==> src/rtl/max7219_ctrl_if.sv <==
// rtl/max7219_ctrl_if.sv - user data/strobe and MAX7219 serial pins bundled for max7219_ctrl
//
// Signals:
//   value    [31:0] eight hex nibbles, nibble k shown on digit register k+1
//   dp       [7:0]  decimal point per digit, dp[k] on digit register k+1
//   update          single-cycle strobe capturing value/dp
//   busy            high while a frame is running or a refresh is pending
//   done            one-cycle pulse after the last digit frame of a refresh
//   spi_cs          MAX7219 LOAD, active low
//   spi_clk         MAX7219 CLK
//   spi_mosi        MAX7219 DIN
// Modports:
//   master  user logic / bench side (drives value, dp, update)
//   slave   controller side (drives status and the serial pins)

interface max7219_ctrl_if;
    logic [31:0] value;
    logic [7:0]  dp;
    logic        update;
    logic        busy;
    logic        done;
    logic        spi_cs;
    logic        spi_clk;
    logic        spi_mosi;

    modport master (
        output value, dp, update,
        input  busy, done, spi_cs, spi_clk, spi_mosi
    );

    modport slave (
        input  value, dp, update,
        output busy, done, spi_cs, spi_clk, spi_mosi
    );
endinterface

==> src/rtl/max7219_ctrl.sv <==
// rtl/max7219_ctrl.sv - MAX7219 8-digit controller: init sequence, digit refresh, serial frame engine
//
// sseg_decoder
//   nibble_i [3:0]  hex digit
//   seg_n_o  [6:0]  active-low segments {G,F,E,D,C,B,A}
//
// max7219_ctrl
//   CLK_DIV         spi_clk half-period in clk cycles (>= 1)
//   INTENSITY       value written to the intensity register 0x0A
//   clk             system clock
//   rst_n           synchronous active-low reset
//   bus             max7219_ctrl_if.slave (value/dp/update in, busy/done/spi_* out)

module sseg_decoder (
    input  logic [3:0] nibble_i,
    output logic [6:0] seg_n_o
);
    // Lit segments, active high, bit order {g,f,e,d,c,b,a}.
    logic [6:0] seg_on;

    always_comb begin
        case (nibble_i)
            4'h0:    seg_on = 7'h3F;
            4'h1:    seg_on = 7'h06;
            4'h2:    seg_on = 7'h5B;
            4'h3:    seg_on = 7'h4F;
            4'h4:    seg_on = 7'h66;
            4'h5:    seg_on = 7'h6D;
            4'h6:    seg_on = 7'h7D;
            4'h7:    seg_on = 7'h07;
            4'h8:    seg_on = 7'h7F;
            4'h9:    seg_on = 7'h6F;
            4'hA:    seg_on = 7'h77;
            4'hB:    seg_on = 7'h7C;
            4'hC:    seg_on = 7'h39;
            4'hD:    seg_on = 7'h5E;
            4'hE:    seg_on = 7'h79;
            default: seg_on = 7'h71;
        endcase
    end

    assign seg_n_o = ~seg_on;
endmodule

module max7219_ctrl #(
    parameter int unsigned CLK_DIV   = 4,
    parameter logic [3:0]  INTENSITY = 4'h8
) (
    input  logic          clk,
    input  logic          rst_n,
    max7219_ctrl_if.slave bus
);
    localparam int unsigned     DIV_W    = (CLK_DIV > 1) ? $clog2(CLK_DIV) : 1;
    localparam logic [DIV_W-1:0] DIV_LAST = DIV_W'(CLK_DIV - 1);

    // A frame is 35 phases of CLK_DIV cycles each:
    //   0        SETUP (cs low, clk low, first bit on mosi)
    //   1..31    odd = clk high for a bit, even = clk low with next bit
    //   32       HOLD
    //   33..34   GAP (cs high)
    localparam logic [5:0] PH_HOLD = 6'd32;
    localparam logic [5:0] PH_LAST = 6'd34;

    localparam logic [1:0] ST_INIT    = 2'd0;
    localparam logic [1:0] ST_REFRESH = 2'd1;
    localparam logic [1:0] ST_IDLE    = 2'd2;

    logic [1:0]       state_q, state_d;
    logic [2:0]       idx_q, idx_d;
    logic             active_q, active_d;
    logic [5:0]       ph_q, ph_d;
    logic [DIV_W-1:0] div_q, div_d;
    logic [31:0]      shadow_val_q, shadow_val_d;
    logic [7:0]       shadow_dp_q, shadow_dp_d;
    logic [31:0]      pend_val_q, pend_val_d;
    logic [7:0]       pend_dp_q, pend_dp_d;
    logic             pend_q, pend_d;
    logic             cs_q, cs_d;
    logic             sck_q, sck_d;
    logic             mosi_q, mosi_d;
    logic             busy_q, busy_d;
    logic             done_q, done_d;

    logic             frame_end;
    logic [3:0]       nibble;
    logic [6:0]       seg_n;
    logic [7:0]       digit_byte;
    logic [15:0]      word;
    logic [3:0]       bit_sel;

    // Sequencing: frame engine advance, top FSM, shadow/pending data.
    always_comb begin
        state_d      = state_q;
        idx_d        = idx_q;
        active_d     = active_q;
        ph_d         = ph_q;
        div_d        = div_q;
        shadow_val_d = shadow_val_q;
        shadow_dp_d  = shadow_dp_q;
        pend_val_d   = pend_val_q;
        pend_dp_d    = pend_dp_q;
        pend_d       = pend_q;

        frame_end = active_q && (ph_q == PH_LAST) && (div_q == DIV_LAST);

        // Outside IDLE the shadow must stay frozen, so updates go to pending (latest wins).
        if (bus.update && (state_q != ST_IDLE)) begin
            pend_d     = 1'b1;
            pend_val_d = bus.value;
            pend_dp_d  = bus.dp;
        end

        if (active_q) begin
            if (div_q == DIV_LAST) begin
                div_d = '0;
                ph_d  = ph_q + 6'd1;
            end else begin
                div_d = div_q + 1'b1;
            end
        end else if (state_q != ST_IDLE) begin
            active_d = 1'b1;
            ph_d     = '0;
            div_d    = '0;
        end

        // Frames run back to back; the next SETUP follows the last GAP cycle directly.
        if (frame_end) begin
            ph_d  = '0;
            div_d = '0;
            case (state_q)
                ST_INIT: begin
                    if (idx_q == 3'd4) begin
                        state_d = ST_REFRESH;
                        idx_d   = '0;
                    end else begin
                        idx_d = idx_q + 3'd1;
                    end
                end
                ST_REFRESH: begin
                    if (idx_q != 3'd7) begin
                        idx_d = idx_q + 3'd1;
                    end else if (pend_q || bus.update) begin
                        // An update arriving on this very edge is newer than the pending copy.
                        shadow_val_d = bus.update ? bus.value : pend_val_q;
                        shadow_dp_d  = bus.update ? bus.dp    : pend_dp_q;
                        pend_d       = 1'b0;
                        idx_d        = '0;
                    end else begin
                        state_d  = ST_IDLE;
                        active_d = 1'b0;
                    end
                end
                default: ;
            endcase
        end

        if ((state_q == ST_IDLE) && bus.update) begin
            shadow_val_d = bus.value;
            shadow_dp_d  = bus.dp;
            state_d      = ST_REFRESH;
            idx_d        = '0;
        end
    end

    // Word for the frame described by the next-state values, so outputs can be registered.
    assign nibble = shadow_val_d[{idx_d, 2'b00} +: 4];

    sseg_decoder u_dec (
        .nibble_i (nibble),
        .seg_n_o  (seg_n)
    );

    // No-decode byte is {DP,A,B,C,D,E,F,G}; the decoder gives active-low {G..A}.
    assign digit_byte = {shadow_dp_d[idx_d], ~seg_n[0], ~seg_n[1], ~seg_n[2],
                         ~seg_n[3], ~seg_n[4], ~seg_n[5], ~seg_n[6]};

    always_comb begin
        word = 16'h0000;
        if (state_d == ST_INIT) begin
            case (idx_d)
                3'd0:    word = 16'h0F00;
                3'd1:    word = 16'h0B07;
                3'd2:    word = 16'h0900;
                3'd3:    word = {12'h0A0, INTENSITY};
                default: word = 16'h0C01;
            endcase
        end else begin
            word = {4'h0, {1'b0, idx_d} + 4'd1, digit_byte};
        end
    end

    // Phase p (p <= 31) carries bit 15 - p/2: SETUP and the first HIGH share bit 15.
    assign bit_sel = 4'd15 - ph_d[4:1];

    always_comb begin
        cs_d   = ~(active_d && (ph_d <= PH_HOLD));
        sck_d  = active_d && ph_d[0] && (ph_d < PH_HOLD);
        mosi_d = active_d && (ph_d < PH_HOLD) && word[bit_sel];
        busy_d = (state_d != ST_IDLE);
        done_d = active_d && (state_d == ST_REFRESH) && (idx_d == 3'd7) &&
                 (ph_d == PH_LAST) && (div_d == DIV_LAST);
    end

    always_ff @(posedge clk) begin
        if (!rst_n) begin
            state_q      <= ST_INIT;
            idx_q        <= '0;
            active_q     <= 1'b0;
            ph_q         <= '0;
            div_q        <= '0;
            shadow_val_q <= '0;
            shadow_dp_q  <= '0;
            pend_val_q   <= '0;
            pend_dp_q    <= '0;
            pend_q       <= 1'b0;
            cs_q         <= 1'b1;
            sck_q        <= 1'b0;
            mosi_q       <= 1'b0;
            busy_q       <= 1'b1;
            done_q       <= 1'b0;
        end else begin
            state_q      <= state_d;
            idx_q        <= idx_d;
            active_q     <= active_d;
            ph_q         <= ph_d;
            div_q        <= div_d;
            shadow_val_q <= shadow_val_d;
            shadow_dp_q  <= shadow_dp_d;
            pend_val_q   <= pend_val_d;
            pend_dp_q    <= pend_dp_d;
            pend_q       <= pend_d;
            cs_q         <= cs_d;
            sck_q        <= sck_d;
            mosi_q       <= mosi_d;
            busy_q       <= busy_d;
            done_q       <= done_d;
        end
    end

    assign bus.spi_cs   = cs_q;
    assign bus.spi_clk  = sck_q;
    assign bus.spi_mosi = mosi_q;
    assign bus.busy     = busy_q;
    assign bus.done     = done_q;
endmodule

==> src/flat_wrapper.sv <==
// flat-port wrapper written by rule: the top's interface ports become plain ports
module max7219_ctrl_flat 
#(
    parameter int unsigned CLK_DIV   = 4,
    parameter logic [3:0]  INTENSITY = 4'h8
)
  (clk, rst_n, bus_value, bus_dp, bus_update, bus_busy, bus_done, bus_spi_cs, bus_spi_clk, bus_spi_mosi);
  max7219_ctrl_if bus_i ();
  input  logic clk;
  input  logic rst_n;
  input wire logic [$bits(bus_i.value)-1:0] bus_value;
  input wire logic [$bits(bus_i.dp)-1:0] bus_dp;
  input wire logic [$bits(bus_i.update)-1:0] bus_update;
  output wire logic [$bits(bus_i.busy)-1:0] bus_busy;
  output wire logic [$bits(bus_i.done)-1:0] bus_done;
  output wire logic [$bits(bus_i.spi_cs)-1:0] bus_spi_cs;
  output wire logic [$bits(bus_i.spi_clk)-1:0] bus_spi_clk;
  output wire logic [$bits(bus_i.spi_mosi)-1:0] bus_spi_mosi;
  assign bus_i.value = bus_value;
  assign bus_i.dp = bus_dp;
  assign bus_i.update = bus_update;
  assign bus_busy = bus_i.busy;
  assign bus_done = bus_i.done;
  assign bus_spi_cs = bus_i.spi_cs;
  assign bus_spi_clk = bus_i.spi_clk;
  assign bus_spi_mosi = bus_i.spi_mosi;
  max7219_ctrl #(.CLK_DIV(CLK_DIV), .INTENSITY(INTENSITY)) u_core (.clk(clk), .rst_n(rst_n), .bus(bus_i));
endmodule
==> config.mk <==
export PLATFORM = sky130hd
export DESIGN_NAME = max7219_ctrl_flat
export DESIGN_NICKNAME = d
export VERILOG_FILES = /design/src/rtl/max7219_ctrl_if.sv /design/src/rtl/max7219_ctrl.sv /design/src/flat_wrapper.sv
export SDC_FILE = /design/constraint.sdc
export NUM_CORES = 1
export LEC_CHECK = 0
export ABC_AREA = 1
export ABC_CLOCK_PERIOD_IN_PS = 4500
export CAP_MARGIN = 20
export CORE_UTILIZATION = 30
export CTS_BUF_LIST = sky130_fd_sc_hd__clkbuf_4
export CTS_CLUSTER_SIZE = 40
export DETAILED_ROUTE_END_ITERATION = 8
export SLEW_MARGIN = 20
export SYNTH_ARGS = -nofsm -noshare
export SYNTH_HDL_FRONTEND = slang
export SYNTH_HIERARCHICAL = 1
export SYNTH_SLANG_ARGS = --single-unit
==> constraint.sdc <==
create_clock -name clk -period 4.5 [get_ports clk]
set_input_delay 0.675 -clock clk [delete_from_list [all_inputs] [get_ports clk]]
set_output_delay 0.675 -clock clk [all_outputs]
set_load 0.01 [all_outputs]
==> run_results.csv, run 1 <==
group,metric,value,unit
global_route,grt_pass1_vias,5114,
timing,finalCritPeriodShare,86.7,%
worst_hold_path,hold_class,"reg -> reg",
routing,first_pass_iters,7,
critical_path,critical_path.top_delay_family,"simple AND/OR/NAND/NOR gates",
placed_design,gp_congestion,0.871,
timing,worst_pin_slew,922,ps
yosys,synth_cell_types,41,
yosys,syn_area,5620,um2
yosys,syn-num-nets,889,
clock_network,htree_levels,3,
clock_network,cts_tree,"done",
timing,skew,21.8,ps
floorplanning,num_io_pins,48,
finish,final_layout_size_suffix_gt1_share,8.36,%
timing,hold_viol,0,
critical_path,startpoint_type,"flip-flop",
global_route,track_usage,16.7,%
critical_path,cpMaxStageDelayCell,"dfxtp_1",
clock_network,clock_latency,500,ps
critical_path,timing.rr.start,"u_core/div_q[0]$_SDFF_PN0_",
yosys,yosysWarnings,6,
yosys,synth.avg_cell_area,6.80,um2
finish,mostFrequentLayoutCell,"nand2_1",
timing,final_max_slew_viol_count,0,
clock_network,cts_root_buffer,"clkbuf_4",
floorplanning,design.die.area,19300,um2
finish,final_cell_mix,"nand2_1, nor2_1, dfxtp_1",
finish,nets,918,
routing,ant_nets,0,
clock_network,cts.sinks,100,
timing,fin_crit,3900,ps
routing,first_iter_violations,312,
floorplanning,fp.dieH,139,um
yosys,seq_area_frac_synth,35.6,%
critical_path,crit_path_end_kind,"flip-flop",
worst_hold_path,hold_path_depth,2,
floorplanning,start_util,31.0,%
job,maxCapViolations,0,
floorplanning,core,18100,um2
clock_network,clkTransAtPathRegs,150,ps
timing,fmax,0.256,GHz
status,status,"complete, no violations",
critical_path,cp_max_fo,22,
clock_network,cts.hold.buffers_added,0,
global_route,grt_pass1_wl,25600,um
critical_path,path_buf_inv,5,
floorplanning,num_rows,49,
routing,viasPerCell,4.93,
routing,vias,5385,
routing,routed_wl,15300,um
power,power-per-cell-area,242,nW/um2
clock_network,post-cts-setup-buffer-count,0,
critical_path,r2r_slack,600,ps
critical_path,max_stage_delay,390,ps
timing,fin_tns_setup,0,ps
critical_path,required,4890,ps
worst_hold_path,hold_start,"u_core/pend_dp_q[4]$_SDFFE_PN0P_",
critical_path,cp_num_cells,29,
clock_network,cts_resized,0,
clock_network,cts_buffer_depth,2,
critical_path,crit_top_cell,"nand2_1",
critical_path,crit_arrival,4300,ps
timing,setup_viol,0,
floorplanning,die_x,139,um
yosys,ys_ff_latch,100,
routing,drc,0,
global_route,grt_max_degree,62,
routing,wl_per_cell,14.0,um
yosys,syn_inst,827,
timing,relSlewSlack,38.2,%
global_route,antenna_found_initial,1,
worst_hold_path,whs_endpoint,"u_core/pend_dp_q[4]$_SDFFE_PN0P_",
critical_path,path_class,"reg -> reg",
clock_network,numCtsBuffers,9,
power,leakagePower,0.00274,uW
finish,area_growth,13.8,%
critical_path,r2r-end,"u_core/bus.spi_mosi$_SDFF_PN0_",
critical_path,reg2reg_depth,29,
global_route,grt_overflow,0,
placed_design,io_buffers,47,
timing,rsz0062_at_grt,"false",
power,peakVddDrop,0.189,mV
power,p_total,1550,uW
placed_design,dp_hpwl,10500,um
-- worst min-delay path, cell delays in order, from the launching register on --
cell	delay, ps
dfxtp_1	330
inv_1	60
a221oi_1	70
-- stage by stage --
stage	hold WS (ps)	worst slack (ps)	cells	cell area, um2	utilization, %
6_report	489	598	1092	6400	35.3
5_1_grt	519	17.0	1092	6400	35.3
3_5_place_dp	464	322	1074	6260	34.5
3_3_place_gp	463	387	1074	6260	34.5
4_1_cts	487	552	1090	6390	35.2
2_1_floorplan	452	1160	827	5620	-
-- worst max path at each step --
stage,from,to,slack [ps]
2_1_floorplan,bus_update,u_core/bus.spi_mosi$_SDFF_PN0_,1160
3_3_place_gp,bus_update,u_core/bus.spi_mosi$_SDFF_PN0_,390
3_5_place_dp,bus_update,u_core/bus.spi_mosi$_SDFF_PN0_,320
4_1_cts,u_core/div_q[0]$_SDFF_PN0_,u_core/bus.spi_mosi$_SDFF_PN0_,550
5_1_grt,u_core/div_q[0]$_SDFF_PN0_,u_core/bus.spi_mosi$_SDFF_PN0_,20
6_report,u_core/div_q[0]$_SDFF_PN0_,u_core/bus.spi_mosi$_SDFF_PN0_,600
-- cell type report --
type / instances / area [um2]
flip-flops and latches: 100 / 2000
clock buffers: 10 / 75.1
diodes: 2 / 5.00
clock inverters: 6 / 62.6
well taps: 229 / 287
inverters: 82 / 313
fillers: 1988 / 11700
repair buffers: 63 / 591
multi-input cells: 600 / 3060
-- where the power goes --
group	internal, uW	total [uW]	switching (uW)
combinational	58.1	134	76.0
sequential	914	926	12.2
clock	175	491	317
total	1150	1550	405
-- registers in the layout (all words and copies together) (netlist names), 2 cells and up --
name and count:
u_core/pend_val_q 32, u_core/shadow_val_q 32, u_core/shadow_dp_q 8, u_core/pend_dp_q 8, u_core/state_q 2, u_core/div_q 2, u_core/idx_q 3, u_core/ph_q 6
-- cells by family after synthesis --
| family | synth area share (%) |
|---|---|
| AND/OR/NAND/NOR | 28.8 |
| adder cells (fa/ha/maj) | 4.23 |
| flip-flops | 35.6 |
| buffers and inverters | 9.91 |
| AO/OA/AOI/OAI | 21.5 |
-- synthesized netlist by cell type, drive strengths merged --
library cell | instances | area share [%]
nand2 | 151 | 11
nor2 | 141 | 11
o21ai | 110 | 9.9
dfxtp | 100 | 36
inv | 81 | 5.5
a21oi | 68 | 6.3
nand3 | 58 | 5.9
buf | 25 | 3.0
o211ai | 24 | 3.2
clkbuf | 20 | 1.3
ha | 19 | 4.2
a221oi | 6 | 0.93
nand4 | 5 | 0.56
or2 | 5 | 0.56
nor3 | 3 | 0.36
a211oi | 2 | 0.27
a32oi | 2 | 0.31
o21a | 2 | 0.27
a22oi | 1 | 0.13
clkinv | 1 | 0.067
nand3b | 1 | 0.13
nor4 | 1 | 0.11
o22ai | 1 | 0.11
-- routing by layer --
layer | routed length (um) | share of wire (%) | GRT usage (%)
met5 | 0 | 0 | 0
met4 | 263 | 1.7 | 5.09
met3 | 620 | 4.1 | 3.83
met2 | 7070 | 46 | 28.0
met1 | 7310 | 48 | 21.1
Note: power is estimated with default switching activity, not from simulation.
==> run 2, diff against run 1 <==
HOLD_SLACK_MARGIN = 0.02   (was unset)
==> results of run 2 <==
No change in the layout: final DEF, timing and power equal those of run 1.
